**src/rtl/efi_crank_sched_if.sv**
```systemverilog
// efi_crank_sched_if: crank wheel input and coil/injector/sync outputs of efi_crank_sched
// Signals:
//   i_vrin                  digitised VR tooth signal (rising edge = tooth)
//   o_ign_a .. o_ign_d      coil dwell outputs (high = charging, falling edge = spark)
//   o_inj_a, o_inj_b        injector bank open outputs
//   o_synced                crank position locked
// Modports: master drives the tooth stream (front end / bench), slave is the scheduler.
interface efi_crank_sched_if;
    logic i_vrin;
    logic o_ign_a;
    logic o_ign_b;
    logic o_ign_c;
    logic o_ign_d;
    logic o_inj_a;
    logic o_inj_b;
    logic o_synced;
    modport master (output i_vrin, input o_ign_a, o_ign_b, o_ign_c, o_ign_d, o_inj_a, o_inj_b, o_synced);
    modport slave (input i_vrin, output o_ign_a, o_ign_b, o_ign_c, o_ign_d, o_inj_a, o_inj_b, o_synced);
endinterface

```
**src/rtl/efi_crank_sched.sv**
```systemverilog
// efi_crank_sched: 60-2 crank wheel decoder with four-coil ignition and paired injector scheduling
// Ports:
//   clk    system clock (2 MHz nominal)
//   reset  asynchronous active-high reset
//   bus    efi_crank_sched_if.slave: i_vrin in, o_ign_a..d / o_inj_a..b / o_synced out
// Optional: define VR_FILTER_EN to add a FILTER_CYCLES-long glitch filter after the synchroniser.
module efi_crank_sched #(
    parameter int SPARK_TOOTH = 20,
    parameter int DWELL_TEETH = 4,
    parameter int INJ_TOOTH   = 0,
    parameter int INJ_PW      = 4000,
    parameter int PERIOD_W    = 20
`ifdef VR_FILTER_EN
    ,parameter int FILTER_CYCLES = 8
`endif
) (
    input logic clk,
    input logic reset,
    efi_crank_sched_if.slave bus
);
    localparam logic [5:0]  LAST    = 6'd57;
    localparam logic [5:0]  A_LO    = 6'(SPARK_TOOTH - DWELL_TEETH);
    localparam logic [5:0]  A_HI    = 6'(SPARK_TOOTH - 1);
    localparam logic [5:0]  B_LO    = 6'(SPARK_TOOTH - DWELL_TEETH + 30);
    localparam logic [5:0]  B_HI    = 6'(SPARK_TOOTH + 29);
    localparam logic [5:0]  INJ_IDX = 6'(INJ_TOOTH);
    localparam logic [15:0] PW      = 16'(INJ_PW);
    typedef enum logic {ST_HUNT, ST_LOCK} state_t;
    state_t r_state, w_nstate;
    logic [1:0] r_sync;
    logic r_last, r_tooth, w_lvl;
    logic [PERIOD_W-1:0] r_cnt, r_prev_per;
    logic [1:0] r_nev;
    logic [5:0] r_idx, w_nidx;
    logic r_phase, w_nph;
    logic r_ign_a, r_ign_b, r_ign_c, r_ign_d, r_inj_a, r_inj_b;
    logic [15:0] r_icnt;
    logic w_stall, w_gap, w_lock, w_win_a, w_win_b, w_load;
`ifdef VR_FILTER_EN
    localparam int FW = $clog2(FILTER_CYCLES + 1);
    localparam logic [FW-1:0] F_LAST = FW'(FILTER_CYCLES - 1);
    logic r_filt;
    logic [FW-1:0] r_fcnt;
    // the filtered level only follows a new level that has been stable for FILTER_CYCLES clocks
    always_ff @(posedge clk or posedge reset)
        if (reset) begin
            r_filt <= 1'b0;
            r_fcnt <= '0;
        end else if (r_sync[1] == r_filt) r_fcnt <= '0;
        else if (r_fcnt == F_LAST) begin
            r_filt <= r_sync[1];
            r_fcnt <= '0;
        end else r_fcnt <= r_fcnt + 1'b1;
    assign w_lvl = r_filt;
`else
    assign w_lvl = r_sync[1];
`endif
    assign w_stall = &r_cnt;
    // ratio test cur > 1.5*prev, one bit wider so the sum cannot wrap; needs cur and prev both real periods
    assign w_gap = r_tooth && r_nev == 2'd2 &&
                   ({1'b0, r_cnt} > {1'b0, r_prev_per} + {2'b0, r_prev_per[PERIOD_W-1:1]});
    always_comb begin
        w_nstate = r_state;
        w_nidx   = r_idx;
        w_nph    = r_phase;
        if (w_stall) w_nstate = ST_HUNT;
        else if (r_tooth) begin
            if (r_state == ST_HUNT) begin
                if (w_gap) begin
                    w_nstate = ST_LOCK;
                    w_nidx   = '0;
                    w_nph    = 1'b0;
                end
            end else if (w_gap ^ (r_idx == LAST)) w_nstate = ST_HUNT;
            else begin
                w_nidx = w_gap ? 6'd0 : r_idx + 6'd1;
                w_nph  = r_phase ^ w_gap;
            end
        end
    end
    assign w_lock  = w_nstate == ST_LOCK;
    assign w_win_a = w_nidx >= A_LO && w_nidx <= A_HI;
    assign w_win_b = w_nidx >= B_LO && w_nidx <= B_HI;
    assign w_load  = w_lock && r_tooth && w_nidx == INJ_IDX;
    always_ff @(posedge clk or posedge reset)
        if (reset) begin
            r_sync     <= '0;
            r_last     <= 1'b0;
            r_tooth    <= 1'b0;
            r_cnt      <= '0;
            r_prev_per <= '0;
            r_nev      <= '0;
            r_state    <= ST_HUNT;
            r_idx      <= '0;
            r_phase    <= 1'b0;
            r_ign_a    <= 1'b0;
            r_ign_b    <= 1'b0;
            r_ign_c    <= 1'b0;
            r_ign_d    <= 1'b0;
            r_icnt     <= '0;
            r_inj_a    <= 1'b0;
            r_inj_b    <= 1'b0;
        end else begin
            r_sync     <= {r_sync[0], bus.i_vrin};
            r_last     <= w_lvl;
            r_tooth    <= w_lvl & ~r_last;
            r_cnt      <= r_tooth ? PERIOD_W'(1) : (w_stall ? r_cnt : r_cnt + 1'b1);
            r_prev_per <= r_tooth ? r_cnt : r_prev_per;
            // a stall voids the period history; a tooth ending a stall counts as the first edge again
            r_nev      <= r_tooth ? (w_stall ? 2'd1 : (r_nev == 2'd2 ? 2'd2 : r_nev + 2'd1))
                                  : (w_stall ? 2'd0 : r_nev);
            r_state    <= w_nstate;
            r_idx      <= w_nidx;
            r_phase    <= w_nph;
            r_ign_a    <= w_lock & ~w_nph & w_win_a;
            r_ign_b    <= w_lock & ~w_nph & w_win_b;
            r_ign_c    <= w_lock & w_nph & w_win_a;
            r_ign_d    <= w_lock & w_nph & w_win_b;
            r_icnt     <= !w_lock ? 16'd0 : w_load ? PW : (r_icnt > 16'd1 ? r_icnt - 16'd1 : 16'd0);
            r_inj_a    <= w_lock && (w_load ? (PW != 16'd0 && !w_nph) : (r_inj_a && r_icnt > 16'd1));
            r_inj_b    <= w_lock && (w_load ? (PW != 16'd0 && w_nph) : (r_inj_b && r_icnt > 16'd1));
        end
    assign bus.o_synced = r_state == ST_LOCK;
    assign bus.o_ign_a  = r_ign_a;
    assign bus.o_ign_b  = r_ign_b;
    assign bus.o_ign_c  = r_ign_c;
    assign bus.o_ign_d  = r_ign_d;
    assign bus.o_inj_a  = r_inj_a;
    assign bus.o_inj_b  = r_inj_b;
endmodule

```
**src/flat_wrapper.sv**
```systemverilog
// flat-port wrapper written by rule: the top's interface ports become plain ports
module efi_crank_sched_flat 
#(
    parameter int SPARK_TOOTH = 20,
    parameter int DWELL_TEETH = 4,
    parameter int INJ_TOOTH   = 0,
    parameter int INJ_PW      = 4000,
    parameter int PERIOD_W    = 20

)
  (clk, reset, bus_i_vrin, bus_o_ign_a, bus_o_ign_b, bus_o_ign_c, bus_o_ign_d, bus_o_inj_a, bus_o_inj_b, bus_o_synced);
  efi_crank_sched_if bus_i ();
  input logic clk;
  input logic reset;
  input wire logic [$bits(bus_i.i_vrin)-1:0] bus_i_vrin;
  output wire logic [$bits(bus_i.o_ign_a)-1:0] bus_o_ign_a;
  output wire logic [$bits(bus_i.o_ign_b)-1:0] bus_o_ign_b;
  output wire logic [$bits(bus_i.o_ign_c)-1:0] bus_o_ign_c;
  output wire logic [$bits(bus_i.o_ign_d)-1:0] bus_o_ign_d;
  output wire logic [$bits(bus_i.o_inj_a)-1:0] bus_o_inj_a;
  output wire logic [$bits(bus_i.o_inj_b)-1:0] bus_o_inj_b;
  output wire logic [$bits(bus_i.o_synced)-1:0] bus_o_synced;
  assign bus_i.i_vrin = bus_i_vrin;
  assign bus_o_ign_a = bus_i.o_ign_a;
  assign bus_o_ign_b = bus_i.o_ign_b;
  assign bus_o_ign_c = bus_i.o_ign_c;
  assign bus_o_ign_d = bus_i.o_ign_d;
  assign bus_o_inj_a = bus_i.o_inj_a;
  assign bus_o_inj_b = bus_i.o_inj_b;
  assign bus_o_synced = bus_i.o_synced;
  efi_crank_sched #(.SPARK_TOOTH(SPARK_TOOTH), .DWELL_TEETH(DWELL_TEETH), .INJ_TOOTH(INJ_TOOTH), .INJ_PW(INJ_PW), .PERIOD_W(PERIOD_W)) u_core (.clk(clk), .reset(reset), .bus(bus_i));
endmodule
```
**config.mk**
```make
export PLATFORM = sky130hd
export DESIGN_NAME = efi_crank_sched_flat
export DESIGN_NICKNAME = d
export VERILOG_FILES = /design/src/rtl/efi_crank_sched_if.sv /design/src/rtl/efi_crank_sched.sv /design/src/flat_wrapper.sv
export SDC_FILE = /design/constraint.sdc
export NUM_CORES = 1
export LEC_CHECK = 0
export ABC_CLOCK_PERIOD_IN_PS = 5250
export BUFFER_PORTS_ARGS = -buffer_cell sky130_fd_sc_hd__buf_2
export CAP_MARGIN = 20
export CORE_MARGIN = 5
export CORE_UTILIZATION = 35
export CTS_CLUSTER_SIZE = 14
export DETAILED_ROUTE_END_ITERATION = 7
export GPL_TIMING_DRIVEN = 0
export HOLD_SLACK_MARGIN = 0.12
export PLACE_DENSITY = 0.54
export RECOVER_POWER = 25
export SETUP_SLACK_MARGIN = 0.15
export SKIP_CTS_REPAIR_TIMING = 1
export SYNTH_ARGS = -nofsm -noshare
export SYNTH_HDL_FRONTEND = slang
export SYNTH_SLANG_ARGS = --single-unit
```
**constraint.sdc**
```tcl
create_clock -name clk -period 5.25 [get_ports clk]
set_input_delay 0.7875 -clock clk [delete_from_list [all_inputs] [get_ports clk]]
set_output_delay 0.7875 -clock clk [all_outputs]
set_load 0.1 [all_outputs]
```
==> results of run 1 <==
## power groups by stage
stage	registers [uW]	clock network, uW	logic [uW]
3_5_place_dp	782	0	876
4_1_cts	773	615	886
6_report	774	599	932
3_3_place_gp	780	0	853
2_1_floorplan	792	0	664
5_1_grt	788	636	1070
## logic make-up (layout without fill, tap and decap cells)
kind of cell,after synthesis,after routing,share of synthesized area
multiplexers,23,23,0.05081
AND/OR/NAND/NOR,181,181,0.1805
adder cells (fa/ha/maj),50,50,0.1279
XOR/XNOR,49,49,0.08670
AO/OA/AOI/OAI,106,106,0.1345
buffers and inverters,41,74,0.03539
flip-flops,76,76,0.3842
## area by class of cell
type / instances / area, sq um
buffer: 12 / 68.82
tap: 180 / 225.2
clock buffer: 12 / 246.5
clock inverter: 4 / 32.53
timing repair buffer: 17 / 101.3
sequential: 76 / 1902
multi-input combinational: 409 / 3008
inverter: 29 / 122.6
fill: 1394 / 8174
## placed cells by master (no fill, tap or decap), types with 4 or more instances in the layout
master and instances:
a21oi_1 21, a31oi_1 4, nor2_1 52, mux2_2 17, a21o_1 8, nor3_1 13
nand3_1 15, mux2i_1 6, buf_2 9, o21a_1 4, xnor2_1 20, o22ai_1 4
buf_4 7, nand2_1 44, ha_1 49, nand2b_1 5, clkbuf_1 13, dfrtp_1 76
and3_1 6, nand4_1 14, o21ai_0 25, nor2b_1 4, inv_1 27, o21bai_1 5
a21oi_2 6, or3_1 5, clkbuf_16 9, xor2_1 29
## final timing paths
kind                                                   from                                 to  slack [ps]  depth (start not counted)
min reg2reg                      u_core.r_sync[0]$_DFF_PP0_         u_core.r_sync[1]$_DFF_PP0_         370                          0
max                        u_core.r_prev_per[1]$_DFFE_PP0P_       u_core.bus.o_ign_b$_DFF_PP0_         370                         21
min                              u_core.r_sync[0]$_DFF_PP0_         u_core.r_sync[1]$_DFF_PP0_         370                          0
min in group asynchronous                             reset         u_core.r_sync[0]$_DFF_PP0_         660                          2
max in group asynchronous                             reset  u_core.r_prev_per[11]$_DFFE_PP0P_        1430                          3
max reg2reg                u_core.r_prev_per[1]$_DFFE_PP0P_       u_core.bus.o_ign_b$_DFF_PP0_         370                         21
## layer usage
| metal | vias to the layer above | global-route usage |
|---|---|---|
| met1 | 1873 | 0.1865 |
| met5 | - | 0 |
| met4 | 0 | 0.04015 |
| met2 | 37 | 0.2378 |
| li1 | 1935 | - |
| met3 | 11 | 0.02657 |
## critical path, cell delays in order (launching register included)
cell and delay [ps]:
dfrtp_1 400, ha_1 200, inv_1 80, fa_2 240, nor2b_4 60, o31ai_4 340, a211oi_4 130, o21ai_2 130
nand2_1 70, a21o_1 210, xnor2_1 130, ha_1 320, nand4_1 150, or4_4 530, o221ai_2 170, and3_4 230
buf_12 140, clkinv_8 70, mux2i_1 120, a221o_1 320, or4_4 560, a21oi_1 160
## sequential cells by signal (all words and copies together) (netlist names), 2 cells and up
| register | count |
|---|---|
| u_core.r_cnt | 20 |
| u_core.r_idx | 6 |
| u_core.r_sync | 2 |
| u_core.r_prev_per | 20 |
| u_core.r_icnt | 16 |
| u_core.r_nev | 2 |
## through the flow
step | total power, uW | utilization | worst slack, ps
after global placement | 1632 | 0.3761 | -263.0
after global routing | 2493 | 0.4111 | 121.5
final | 2305 | 0.4111 | 370.8
after floorplan | 1457 | - | 643.9
after detailed placement | 1658 | 0.3782 | -270.7
after CTS | 2273 | 0.3983 | -298.6
==> results_dict.tcl, run 1 <==
set metrics [dict create \
    synth_top_area_frac 0.3842 \
    wl_met3_microns 248 \
    dieWidth_microns 128.9 \
    failed_checks "capacitance limit, slew limit" \
    p_sw_uw 910.4 \
    synth_seq_area_share 0.3842 \
    wl_per_cell_microns 14.89 \
    status "finished with violations" \
    fin_cells 739 \
    holdWs_ps 367.1 \
    drt_iter0_drc 158 \
    syn_inst 526 \
    clock_latency_ps 340 \
    fin_setup_tns_ps 0 \
    rows 43 \
    skew_ps 6.224 \
    routed.top_layer "met4" \
    core_sq_um 13880 \
    firstDrtPassIters 5 \
    synthTopCellsByArea "dfrtp_1, ha_1, xor2_1" \
    intPower_uw 1395 \
    setup_viol 0 \
    grt_pass1_wl_microns 19240 \
    place_inst 716 \
    drcViolationCount 0 \
    cts_tree "built" \
    dpl.hpwl_microns 7872 \
    async_reset_ff_frac 1.000 \
    grt_pass1_vias 4083 \
    synth_top_area_cell "dfrtp_1" \
    yosys.cell_types.count 55 \
    io_buffers 9 \
    grt-ovfl-total 0 \
    synth_edf_count 0 \
    hold_path.class "flip-flop to flip-flop" \
    start_util 0.3566 \
    numCtsBuffers 9 \
    syn_nets 579 \
    clkSlewWorstSetupHoldPaths_ps 60 \
    min_period_over_period 0.9294 \
    cts_root_buffer "clkbuf_16" \
    worstSetupEndpointType "flip-flop" \
    dieArea_sq_um 16620 \
    maxClockFrequency_ghz 0.2050 \
    grt_start_max_net_pins 52 \
    worst-setup-path-type "flip-flop to flip-flop" \
    track_usage 0.1416 \
    fin_nets 607 \
    clkPwrFrac 0.260 \
    synth_seq_cells 76 \
    antenna_found_initial 0 \
    drive_gt1_frac 0.1431 \
    leakagePower_uw 0.002665 \
    htreeDepth 3 \
    io_pins 10 \
    rsz0062_at_grt "no" \
    met2WireLength_microns 5255 \
    diodes 0 \
    detail_route.vias_per_cell 5.218 \
    gp_congestion 0.8680 \
    area_growth_pct 15.29 \
    synthFlopType "dfrtp_1" \
    power_frac_seq 0.336 \
    drv_slew 52 \
    power_frac_comb 0.404 \
    met1_length_microns 5388 \
    placed_area_sq_um 5250 \
    vdd.ir_drop.worst_v 0.0002314 \
    crit_required_ps 5520 \
    finalCriticalPeriod_ps 4879 \
    die_y_microns 128.9 \
    ant_nets 0 \
    cts.sinks 76 \
    drt-total-wl_microns 11000 \
    switching_share 0.3950 \
    synth_most_common_cell "dfrtp_1" \
    synth.cells.most_frequent "dfrtp_1, nor2_1, ha_1, nand2_1, xor2_1" \
    start_kind "flip-flop" \
    path_max_fanout 10 \
    worst_pin_slew_ps 2818 \
    relSlewSlack -0.8783 \
    dr_total_vias 3856 \
    clk_path_buf_depth 2 \
    syn_area_sq_um 4950 \
    drv_cap 1 \
    cp.arrival_ps 5140 \
    finalHoldViolCount 0 \
    stdcell_area_sq_um 5707 \
    yosys_warnings 0 \
    syn_avg_cell_area_sq_um 9.410 \
    powerDensity_nw_per_um2 403.9 \
]
No activity file was read; power rests on OpenSTA's default activity.
==> run 2: changes to the inputs <==
CORE_MARGIN = 1.5   (was 5)
==> run 2 against run 1 <==
  * The flow still finishes with violations (capacitance limit, slew limit)
  * Sequential power hardly changed
  * Sequential share of layout area is 0.058 points lower
  * Clock power is 2% higher
  * Utilization is 0.23 points higher
  * Register-to-register slack hardly changed
  * Combinational power is 2.7% higher
  * Power is 1.6% higher
  * Sequential cell count stayed put
  * Non-clock buffer count is 1 higher
  * First-iteration DRC count is 7.0% lower
==> results_dict.tcl, run 2 (synthesis gave the netlist of run 1 again) <==
set metrics [dict create \
    status "finished with violations" \
    failed_checks "capacitance limit, slew limit" \
    worst_slack_ps 360.8 \
    worst_pin_slew_ps 3255 \
    grt_pass1_wl_microns 18700 \
    vdd.ir_drop.worst_v 0.0002494 \
    antenna_found_initial 0 \
    core_sq_um 13830 \
    dieArea_sq_um 14860 \
    clkSlewWorstSetupHoldPaths_ps 70 \
    finalCriticalPeriod_ps 4889 \
    r2r_slack_ps 360 \
    min_period_over_period 0.9313 \
    final_common_cell "dfrtp_1" \
    cts_root_buffer "clkbuf_16" \
    wl_per_cell_microns 14.93 \
    leakagePower_uw 0.002676 \
    setup_viol 0 \
    finalPower_uw 2341 \
    worstSetupEndpointType "flip-flop" \
    fin_cells 740 \
    numCtsBuffers 9 \
    grt_start_max_net_pins 70 \
    cts_tree "built" \
    place_inst 716 \
    dieWidth_microns 121.9 \
    cp.arrival_ps 5110 \
    firstDrtPassIters 5 \
    grt_pass1_vias 3917 \
    finalHoldViolCount 0 \
    cts.sinks 76 \
    rows 43 \
    dr_total_vias 3847 \
    area_growth_pct 15.50 \
    drt_iter0_drc 147 \
    ant_nets 0 \
    hold_path.class "flip-flop to flip-flop" \
    worst-setup-path-type "flip-flop to flip-flop" \
    io_pins 10 \
    drv_cap 1 \
    powerDensity_nw_per_um2 409.5 \
    gp_congestion 0.8334 \
    diodes 0 \
    r2r_end "u_core.r_icnt[3]$_DFF_PP0_" \
    path_max_fanout 10 \
    crit_required_ps 5470 \
    drive_gt1_frac 0.1429 \
    skew_ps 12.74 \
    worstHoldPathCells 0 \
    relSlewSlack -1.170 \
    io_buffers 9 \
    clock_latency_ps 340 \
    detail_route.vias_per_cell 5.199 \
    start_kind "flip-flop" \
    start_util 0.3580 \
    worstHoldStart "u_core.r_sync[0]$_DFF_PP0_" \
    htreeDepth 3 \
    track_usage 0.1586 \
    drcViolationCount 0 \
    place_ws_ps -251.8 \
    dpl.hpwl_microns 7775 \
    r2r_start "u_core.r_prev_per[2]$_DFFE_PP0P_" \
    drv_slew 70 \
    fin_nets 608 \
    grt-ovfl-total 0 \
    die_y_microns 121.9 \
    final_cell_mix "dfrtp_1, nor2_1, ha_1" \
    rsz0062_at_grt "yes" \
    holdPathEnd "u_core.r_sync[1]$_DFF_PP0_" \
    largestRegisters "u_core.r_cnt (20), u_core.r_prev_per (20), u_core.r_icnt (16)" \
    clk_path_buf_depth 2 \
    r2r.worst_path.cells 21 \
    maxClockFrequency_ghz 0.2045 \
    drt-total-wl_microns 11050 \
]
==> run 2: cell count changes in the layout (fill, tap and decap cells not counted), moves of 2 or more <==
cell      before  now
o21ai_2        3    0
inv_8          0    2
clkbuf_1      13   10
o21ai_1        1    3
==> run 2: routing by layer <==
layer	up-vias	GRT usage	part of all wire
li1	1928	-	-
met1	1864	0.2032	0.49
met3	10	0.02903	0.024
met4	0	0.05882	0.013
met5	-	0	0
met2	45	0.2662	0.47
==> run 2: area by class of cell <==
class / instances / area [sq um]
fillers: 1373 / 8110
flip-flops and latches: 76 / 1902
repair buffers: 18 / 115.1
multi-input cells: 409 / 2999
plain buffers: 12 / 63.81
inverters: 29 / 122.6
clock inverters: 7 / 63.81
clock buffers: 9 / 225.2
well taps: 180 / 225.2
==> run 2: where the power goes <==
group,total (uW),leakage [uW],internal (uW),switching [uW]
clock network,610,0.000136,331,279
logic,957,0.00154,396,561
registers,775,0.00100,675,99.7
==> run 2: critical path: stages, from the launching register on <==
cell and delay, ps:
dfrtp_1 410, ha_1 290, a21o_1 200, a21oi_2 180, o21bai_1 100, a31o_2 300
a211oi_4 270, nor3_1 120, a2111oi_2 260, o21bai_1 130, xnor2_1 150, ha_1 200
or3_1 320, a221oi_2 210, o221ai_2 120, and3_4 210, buf_8 140, or3_1 400
a211o_4 390, nand3_1 150, buf_6 160, nor2_1 50
==> run 2: metrics by stage <==
stage	area [sq um]	hold slack (ps)	utilization	TNS [ps]
after floorplan	4950	331.2	-	0
after global placement	5220	338.5	0.3775	-2101
after detailed placement	5250	343.5	0.3797	-2564
after CTS	5539	325.4	0.4006	-2940
after global routing	5717	365.3	0.4134	0
final	5717	356.7	0.4134	0
==> run 2: how the worst max path moves through the flow <==
stage | cells after the start | from | to | slack [ps]
3_5_place_dp | 21 | u_core.r_prev_per[2]$_DFFE_PP0P_ | u_core.r_icnt[13]$_DFF_PP0_ | -250
6_report | 21 | u_core.r_prev_per[2]$_DFFE_PP0P_ | u_core.r_icnt[3]$_DFF_PP0_ | 360
4_1_cts | 21 | u_core.r_prev_per[2]$_DFFE_PP0P_ | u_core.r_icnt[13]$_DFF_PP0_ | -260
3_3_place_gp | 21 | u_core.r_prev_per[1]$_DFFE_PP0P_ | u_core.r_icnt[6]$_DFF_PP0_ | -200
5_1_grt | 20 | u_core.r_prev_per[13]$_DFFE_PP0P_ | u_core.r_icnt[6]$_DFF_PP0_ | 60
2_1_floorplan | 21 | u_core.r_prev_per[1]$_DFFE_PP0P_ | u_core.r_icnt[12]$_DFF_PP0_ | 640
